==> src/rtl/pc_seq_pkg.sv <==
// Shared types and default sizing for the program-counter sequencer.
package pc_seq_pkg;

    typedef enum logic [1:0] {
        IDLE = 2'd0,
        RUN  = 2'd1,
        HALT = 2'd2
    } state_t;

    localparam int              DEF_PC_W        = 8;
    localparam int              DEF_STACK_DEPTH = 4;
    localparam logic [7:0]      DEF_RESET_VEC   = 8'h00;

endpackage

==> src/rtl/return_stack.sv <==
// Hardware return-address LIFO: only the occupancy counter is reset, the
// entries are plain storage.
module return_stack #(
    parameter int W     = 8,
    parameter int DEPTH = 4,
    parameter int SP_W  = $clog2(DEPTH + 1)
) (
    input  logic            clk,
    input  logic            rst,
    input  logic            i_clear,
    input  logic            i_push,
    input  logic            i_pop,
    input  logic [W-1:0]    i_push_data,
    output logic [W-1:0]    o_top,
    output logic [SP_W-1:0] o_sp,
    output logic            o_full,
    output logic            o_empty
);

    localparam int IDX_W = (DEPTH > 1) ? $clog2(DEPTH) : 1;

    logic [W-1:0]     r_mem [DEPTH];
    logic [SP_W-1:0]  r_sp;
    logic [IDX_W-1:0] w_wr_idx;
    logic [IDX_W-1:0] w_rd_idx;

    assign w_wr_idx = IDX_W'(r_sp);
    assign w_rd_idx = IDX_W'(r_sp - SP_W'(1));

    assign o_sp    = r_sp;
    assign o_full  = (r_sp == SP_W'(DEPTH));
    assign o_empty = (r_sp == '0);
    assign o_top   = r_mem[w_rd_idx];

    always_ff @(posedge clk or posedge rst) begin
        if (rst) begin
            // NOTE: sequential state uses non-blocking assignment so every flop samples pre-edge values.
            r_sp <= '0;
        end else if (i_clear) begin
            r_sp <= '0;
        end else if (i_push && !o_full) begin
            r_sp <= r_sp + SP_W'(1);
        end else if (i_pop && !o_empty) begin
            r_sp <= r_sp - SP_W'(1);
        end
    end

    // NOTE: storage has no reset; occupancy alone decides which entries are meaningful.
    always_ff @(posedge clk) begin
        if (i_push && !o_full && !i_clear) begin
            r_mem[w_wr_idx] <= i_push_data;
        end
    end

endmodule

==> src/rtl/pc_sequencer.sv <==
// Program-counter sequencer: picks fetch, jump, call, return, stall or halt
// each cycle and drives the instruction ROM address.
module pc_sequencer
    import pc_seq_pkg::*;
#(
    parameter int              PC_W        = DEF_PC_W,
    parameter int              STACK_DEPTH = DEF_STACK_DEPTH,
    parameter logic [PC_W-1:0] RESET_VEC   = PC_W'(DEF_RESET_VEC),
    parameter int              SP_W        = $clog2(STACK_DEPTH + 1)
) (
    input  logic            CLK,
    input  logic            reset,
    input  logic            start,
    input  logic            stall,
    input  logic            branch,
    input  logic            call,
    input  logic            ret,
    input  logic            halt,
    input  logic [PC_W-1:0] target,
    output logic [PC_W-1:0] pc,
    output logic            fetch_valid,
    output logic [SP_W-1:0] sp,
    output logic            stack_err
);

    state_t          r_state, w_state_nxt;
    logic [PC_W-1:0] r_pc, w_pc_nxt;
    logic            r_err, w_err_nxt;
    logic            w_push, w_pop, w_clear;
    logic [PC_W-1:0] w_top;
    logic            w_full, w_empty;

    return_stack #(
        .W     (PC_W),
        .DEPTH (STACK_DEPTH),
        .SP_W  (SP_W)
    ) u_stack (
        .clk         (CLK),
        .rst         (reset),
        .i_clear     (w_clear),
        .i_push      (w_push),
        .i_pop       (w_pop),
        .i_push_data (r_pc + PC_W'(1)),
        .o_top       (w_top),
        .o_sp        (sp),
        .o_full      (w_full),
        .o_empty     (w_empty)
    );

    always_ff @(posedge CLK or posedge reset) begin
        if (reset) begin
            r_state <= IDLE;
            r_pc    <= RESET_VEC;
            r_err   <= 1'b0;
        end else begin
            r_state <= w_state_nxt;
            r_pc    <= w_pc_nxt;
            r_err   <= w_err_nxt;
        end
    end

    always_comb begin
        // NOTE: every output gets a default first so no path through the case infers a latch.
        w_state_nxt = r_state;
        w_pc_nxt    = r_pc;
        w_err_nxt   = r_err;
        w_push      = 1'b0;
        w_pop       = 1'b0;
        w_clear     = 1'b0;
        case (r_state)
            IDLE, HALT: begin
                if (start) begin
                    w_state_nxt = RUN;
                    w_pc_nxt    = RESET_VEC;
                    w_err_nxt   = 1'b0;
                    w_clear     = 1'b1;
                end
            end
            RUN: begin
                // Fixed priority halt > ret > call > branch > increment; stall freezes all.
                if (!stall) begin
                    if (halt) begin
                        w_state_nxt = HALT;
                    end else if (ret) begin
                        if (w_empty) begin
                            w_err_nxt   = 1'b1;
                            w_state_nxt = HALT;
                        end else begin
                            w_pc_nxt = w_top;
                            w_pop    = 1'b1;
                        end
                    end else if (call) begin
                        if (w_full) begin
                            w_err_nxt   = 1'b1;
                            w_state_nxt = HALT;
                        end else begin
                            w_pc_nxt = target;
                            w_push   = 1'b1;
                        end
                    end else if (branch) begin
                        w_pc_nxt = target;
                    end else begin
                        w_pc_nxt = r_pc + PC_W'(1);
                    end
                end
            end
            default: w_state_nxt = IDLE;
        endcase
    end

    assign pc          = r_pc;
    assign stack_err   = r_err;
    assign fetch_valid = (r_state == RUN) && !stall;

endmodule

==> config.mk <==
export PLATFORM = sky130hd
export DESIGN_NAME = pc_sequencer
export DESIGN_NICKNAME = d
export VERILOG_FILES = /design/src/rtl/pc_seq_pkg.sv /design/src/rtl/return_stack.sv /design/src/rtl/pc_sequencer.sv
export SDC_FILE = /design/constraint.sdc
export NUM_CORES = 1
export LEC_CHECK = 0
export CELL_PAD_IN_SITES_DETAIL_PLACEMENT = 1
export CELL_PAD_IN_SITES_GLOBAL_PLACEMENT = 1
export CORE_UTILIZATION = 45
export DETAILED_ROUTE_END_ITERATION = 8
export PLACE_DENSITY_LB_ADDON = 0.1
export SYNTH_ARGS = -nofsm -noshare
export SYNTH_HDL_FRONTEND = slang
export SYNTH_SLANG_ARGS = --single-unit
==> constraint.sdc <==
create_clock -name CLK -period 3 [get_ports CLK]
set_input_delay 0.6 -clock CLK [delete_from_list [all_inputs] [get_ports CLK]]
set_output_delay 0.6 -clock CLK [all_outputs]
set_load 0.02 [all_outputs]
==> results of run 1 <==
[area by class of cell]
class / instances / area [um^2]
inverter: 7 / 26.3
clock inverter: 3 / 28.8
fill: 485 / 2050
timing repair buffer: 32 / 310
sequential: 46 / 1310
clock buffer: 5 / 68.8
tap: 67 / 83.8
multi-input combinational: 108 / 871
[critical path, stage by stage]
cell and delay (ns):
clkdlybuf4s50_1 0.44, or4b_4 0.57, a2111oi_4 0.39, mux2i_1 0.16, or3_1 0.32, a21oi_1 0.14
[power groups by stage]
stage               Combinational, uW  Sequential, uW  Clock, uW
floorplan                         543             987          0
global placement                  921             920          0
detailed placement                963             930          0
CTS                               967             916        410
global route                     1040             931        428
finish                            956             917        399
[worst paths after layout]
path | end | slack [ns] | cells after the start
min in group asynchronous | r_state[1] | 0.67 | 2
max in group asynchronous | u_stack.o_sp[2] | 1.93 | 2
max | u_stack.o_sp[2] | 0.59 | 6
min | stack_err | 0.53 | 2
max reg2reg | u_stack.o_sp[2] | 0.73 | 7
min reg2reg | stack_err | 0.53 | 2
[cells in the final DEF, fill, tap and decap left out, types with 2 or more instances in the layout]
cell type and count:
a22o_1 4, o21ai_0 14, nand2_1 11, dfrtp_1 14
mux4_2 8, xnor2_1 5, ha_1 6, o22ai_1 2
xor2_1 3, edfxtp_1 32, nand2b_1 2, nor2b_1 3
buf_4 4, clkdlybuf4s50_1 28, or2_2 2, a21oi_1 5
inv_1 7, clkbuf_8 5, nand3_1 7, and2_2 4
a31oi_1 6, mux2i_1 5, nor2_1 5
[per-layer routing]
| metal | global-route usage [%] | share of wire, % |
|---|---|---|
| met1 | 28.9 | 50 |
| met2 | 31.5 | 47 |
| met3 | 3.06 | 2.4 |
| met4 | 6.75 | 0.77 |
| met5 | 0 | 0 |
[state kept, by name (all words and copies together) (netlist names)]
name           flops
pc                 8
r_state            2
stack_err          1
u_stack.o_sp       3
u_stack.r_mem     32
[stage by stage]
step	total power (uW)	util [%]
final	2270	56.8
after global routing	2390	56.8
after CTS	2290	56.8
after detailed placement	1890	54.7
after global placement	1840	54.7
after floorplan	1530	-
[cell families (layout without fill, tap and decap cells)]
kind of cell,Yosys count,in the layout
and+or+nand+nor,42,42
buffers and inverters,12,47
DFF,46,46
muxes,13,13
adders and majority gates,6,6
xor gates and xnor gates,8,8
AOI/OAI and AO/OA,39,39
==> results by group, run 1 <==
Cells and area
  • Finished Cell Area: 0.00270 mm^2
  • Antenna cells: 0
  • Fraction of layout cells with a size suffix above 1: 15.4%
  • Post-layout nets: 222
  • Post-Layout Cell Count: about 270
  • Layout Area Growth over Synthesis: 21.2%

Floorplanning
  • Num ports: 29
  • Initial core utilization: 46.9%
  • FP Rows: 25
  • Die Y: roughly 72 um
  • Die outline width: 72.4 um
  • Core Area: around 0.0048 mm^2
  • Die ar.: 0.00524 mm^2

STA
  • Hold Worst Slack: ~0.53 ns
  • Fin. Hold Viols: 0
  • Maximum clock frequency: approximately 0.42 GHz
  • RSZ-0062 raised after global routing: false
  • Setup violators final: 0
  • Final worst setup slack: around 0.6 ns
  • Max-slew violation count: 0
  • Worst Tran Pin Value: 0.680 ns
  • Layout Skew: between 0.008 and 0.009 ns
  • Period utilisation layout: 80.3%
  • Tmin final: approximately 2.4 ns
  • Total Neg Setup Slack: 0 ns
  • Rel. slew slack: between 50% and 60%

Worst setup path
  • Worst r2r src: u_stack.o_sp[0]
  • CP max FO: 6
  • Crit path DAT: 2.63 ns
  • Required @ worst endpoint: ~3.2 ns
  • Worst Setup End Kind: register
  • Crit path launch type: input pin
  • Worst setup path startpoint: halt
  • Crit Path Category: in -> reg

Synthesis
  • Post-synthesis mux area share: around a tenth
  • Asr flop ratio synth: roughly 30%
  • Post-synth top area share: between 40 and 50%
  • Primary FF master, synth: edfxtp_1
  • Synthesized area: between 0.002 and 0.0025 mm^2
  • Yosys reg bits: between 40 and 50
  • Synth cell types: 38
  • Top-count cell post-synth: edfxtp_1
  • Simple-Gate Fraction of Synth Area: a little over a tenth
  • EDFF count, synth: 32
  • Post-Synth XOR/XNOR Area: around 3.1%
  • Compound-cell area share of the yosys netlist: between 10% and 20%
  • Syn nets: between 150 and 200
  • Synth area leaders: edfxtp_1 43%, dfrtp_1 16%, mux4_2 8.1%, ha_1 3.4%, o21ai_0 3.1%
  • Cells after Synth: between 150 and 200
  • Synth Area in Adders: 3.37%
  • Area leader, netlist: edfxtp_1
  • Synth top cells by count: 32 x edfxtp_1, 14 x dfrtp_1, 14 x o21ai_0, 11 x nand2_1, 8 x mux4_2
  • Largest family of logic cells by synthesized area: compound AO/OA/AOI/OAI gates
  • Seq/Total Area, Yosys: between 50% and 60%
  • Synth Warn #: 0
  • Syn_area_per_cell: between 10 and 15 um^2

GRT
  • Total grt overflow: 0
  • Gr usage total: between 20% and 30%
  • Initial antenna violation count: 0
  • Vias in the first global route: approximately 1500
  • First-pass GRT wire length: 7830 um
  • Largest net degree at the start of global routing: 18

Clock network
  • Setup Buffers After CTS: 0
  • CTS Buf Count: 5
  • Post-cts hold buffer count: 0
  • H-tree depth: 2
  • Clk sinks: 46
  • TritonCTS clock tree: done
  • Clock root cell: clkbuf_8
  • CTS clk-pin slew, worst paths: around 0.090 ns
  • Post_cts resized: 0
  • CTS max path bufs: 2
  • Clk_lat worst skew: 0.30 ns

Min path
  • HP Class: reg -> reg
  • Min-Delay Startpoint: stack_err

Placed design
  • Setup WS pre-CTS: between 0.2 and 0.3 ns
  • Post-placement cell count: 260
  • Post-DP HPWL: 3810 um
  • GPL Wtd Cong: 0.787
  • Dpl cell area: about 0.0026 mm^2
  • Count of input and output buffers: 28

Drt
  • 1st-iter DRT viols: 60
  • Routed len/inst: between 15 and 20 um
  • First-pass iteration count of the detailed router: 4
  • DRC viols: 0
  • Routed Antenna Nets: 0
  • Via density per instance: around 5.4
  • Vias: about 1500
  • Wirelength, routed: just under 5000 um

Power
  • Pwr dens: 842 mW/mm^2
  • NetSw: 841 uW
  • Cell-internal power: between 1000 and 1500 uW
  • Logic gate share of total power: about 42%
  • Peak supply drop: roughly 0.41 mV
  • Clock share of power: 17.6%
  • Static Leak: slightly below 0.001 uW
  • Part of the power in registers: around two fifths
  • Net Sw Frac: 37.0%

Outcome
  • Status: complete, no violations

Job
  • Max-cap viol count: 0
Note: power is estimated with default switching activity, not from simulation.
==> inputs of run 2 (changes only) <==
CORE_UTILIZATION = 40   (was 45)
clock period = 2.1 ns   (was 3 ns; I/O delays follow)
==> results by group, run 2 (same netlist as run 1, synthesis figures left out) <==
Outcome
  • Status: complete, no violations

GRT
  • Total grt overflow: 0 (unchanged)
  • Initial antenna violation count: 0 (unchanged)
  • First-pass GRT wire length: 8830 um (+13%)
  • Largest net degree at the start of global routing: 18 (unchanged)
  • Gr usage total: 19.5% (-0.56 points)
  • Vias in the first global route: 1704 (+13%)

Clock network
  • Clk sinks: 46 (unchanged)
  • CTS Buf Count: 5 (unchanged)
  • H-tree depth: 2 (unchanged)
  • CTS clk-pin slew, worst paths: 0.10 ns (about the same)
  • Post-cts hold buffer count: 0 (unchanged)
  • Clock root cell: clkbuf_8
  • CTS max path bufs: 2 (unchanged)
  • Clk_lat worst skew: 0.30 ns (about the same)
  • TritonCTS clock tree: done

Floorplanning
  • FP Rows: 26 (+4.0%)
  • Initial core utilization: 42.5% (-4.3 points)
  • Die outline width: 76.6 um (+5.9%)
  • Num ports: 29 (unchanged)
  • Core Area: 0.00524 mm^2 (+10%)
  • Die ar.: 0.00587 mm^2 (+12%)
  • Die Y: 76.6 um (+5.9%)

Worst setup path
  • Crit Path Category: reg -> out
  • CP cell instances: buf_4 > or2b_2 > nor2_1 > clkdlybuf4s15_1
  • Required @ worst endpoint: 1.68 ns (-1.54 ns)
  • Crit path launch type: register
  • CP Buf/Inv Count: 2 (+1)
  • Worst setup path startpoint: r_state[1]
  • CP max FO: 5 (-1)
  • Worst r2r src: r_state[1]
  • Crit path max-delay family: buffers and inverters
  • Crit path DAT: 1.61 ns (-1.02 ns)
  • Max stage delay on crit path: 0.40 ns (-0.17 ns)
  • Slowest CP cell: dfrtp_1
  • Worst Setup End Kind: primary output

Placed design
  • Post-DP HPWL: 4050 um (+6.4%)
  • GPL Wtd Cong: 0.778 (-1.2%)
  • Count of input and output buffers: 28 (unchanged)
  • Dpl cell area: 0.00272 mm^2 (+4.5%)
  • Post-placement cell count: 278 (+6.9%)

Power
  • Peak supply drop: 0.545 mV (+34%)
  • Static Leak: 0.00108 uW (+10%)
  • Total Power: 3340 uW (+47%)
  • NetSw: 1230 uW (+47%)
  • Logic gate share of total power: 43.6% (+1.5 points)
  • Pwr dens: 1180 mW/mm^2 (+40%)
  • Net Sw Frac: 36.9% (-0.12 points)
  • Part of the power in registers: 38.9% (-1.5 points)
  • Cell-internal power: 2110 uW (+47%)
  • Clock share of power: 17.5% (about the same)

Cells and area
  • Largest Register: u_stack.r_mem
  • Most frequent cells in the layout: 32 x edfxtp_1, 25 x clkdlybuf4s50_1, 20 x buf_4
  • Reg area: 0.00131 mm^2 (about the same)
  • Commonest non-fill, non-tap cell in the layout: edfxtp_1
  • Multi-input gate area: 875 um^2 (+0.43%)
  • Finished Cell Area: 0.00283 mm^2 (+5.0%)
  • Post-layout nets: 238 (+7.2%)
  • Max reg flops: 32 (unchanged)
  • Layout Area Growth over Synthesis: 27.2%
  • Fraction of layout cells with a size suffix above 1: 22.6% (+7.2 points)
  • Fillers: 529 (+9.1%)
  • Post-Layout Cell Count: 287 (+7.1%)
  • Antenna cells: 0 (unchanged)

STA
  • Fin. Hold Viols: 0 (unchanged)
  • Period utilisation layout: a little over nine tenths
  • Worst Tran Pin Value: 0.581 ns (-0.0990 ns)
  • Rel. slew slack: 61.2% (+6.7 points)
  • Setup violators final: 0 (unchanged)
  • Max-slew violation count: 0 (unchanged)
  • Tmin final: roughly 2.0 ns
  • Hold Worst Slack: 0.477 ns (-0.0500 ns)
  • RSZ-0062 raised after global routing: false
  • Layout Skew: 0.00455 ns (-0.00405 ns)
  • Maximum clock frequency: 0.493 GHz

Drt
  • Wirelength, routed: 5170 um (+4.6%)
  • 1st-iter DRT viols: 64 (+6.7%)
  • Routed Antenna Nets: 0 (unchanged)
  • Via density per instance: 5.31 (-2.1%)
  • First-pass iteration count of the detailed router: 4 (unchanged)
  • Routed len/inst: 18.0 um (-2.4%)
  • Vias: 1523 (+4.8%)
  • DRC viols: 0 (unchanged)

Job
  • Max-cap viol count: 0 (unchanged)

Min path
  • HP Class: in -> async
==> run 2: power by group through the flow <==
| stage | combinational [uW] | sequential, uW | clock, uW |
|---|---|---|---|
| floorplan | 786 | 1410 | 0 |
| global placement | 1410 | 1310 | 0 |
| detailed placement | 1470 | 1320 | 0 |
| CTS | 1470 | 1300 | 601 |
| global route | 1590 | 1320 | 638 |
| finish | 1460 | 1300 | 586 |
==> run 2: what timing repair did <==
action,4_1_cts,5_1_grt
resized for setup,1,4
buffers inserted,1,0
setup endpoints to repair,2,16
==> run 2: final cells by class <==
type	instances	share of cell area, %
flip-flops and latches	46	46.3
clock inverters	3	1.02
repair buffers	48	15.4
well taps	70	3.09
inverters	7	0.927
clock buffers	5	2.43
multi-input cells	108	30.9
==> run 2: worst paths after layout <==
kind                                   endpoint  depth (start not counted)  slack (ns)
worst max-delay path                fetch_valid                          4        0.07
worst min-delay path                      pc[1]                          2        0.48
worst max register to register  u_stack.o_sp[2]                          6        0.12
worst min register to register        stack_err                          2        0.52
max in group asynchronous       u_stack.o_sp[0]                          2        1.21
min in group CLK                      stack_err                          3        0.51
==> run 2: through the flow <==
stage	setup WS [ns]	utilization (%)	TNS, ns
2_1_floorplan	0.0451	-	0
3_3_place_gp	-0.261	51.9	-8.18
3_5_place_dp	-0.314	51.9	-9.50
4_1_cts	0.00465	53.9	0
5_1_grt	0.00185	54.1	0
6_report	0.0698	54.1	0
==> run 2: per-layer routing <==
layer	track usage [%]	wire length [um]
met5	0	0
met4	5.58	16
met3	3.35	130
met2	30.4	2500
met1	28.2	2520
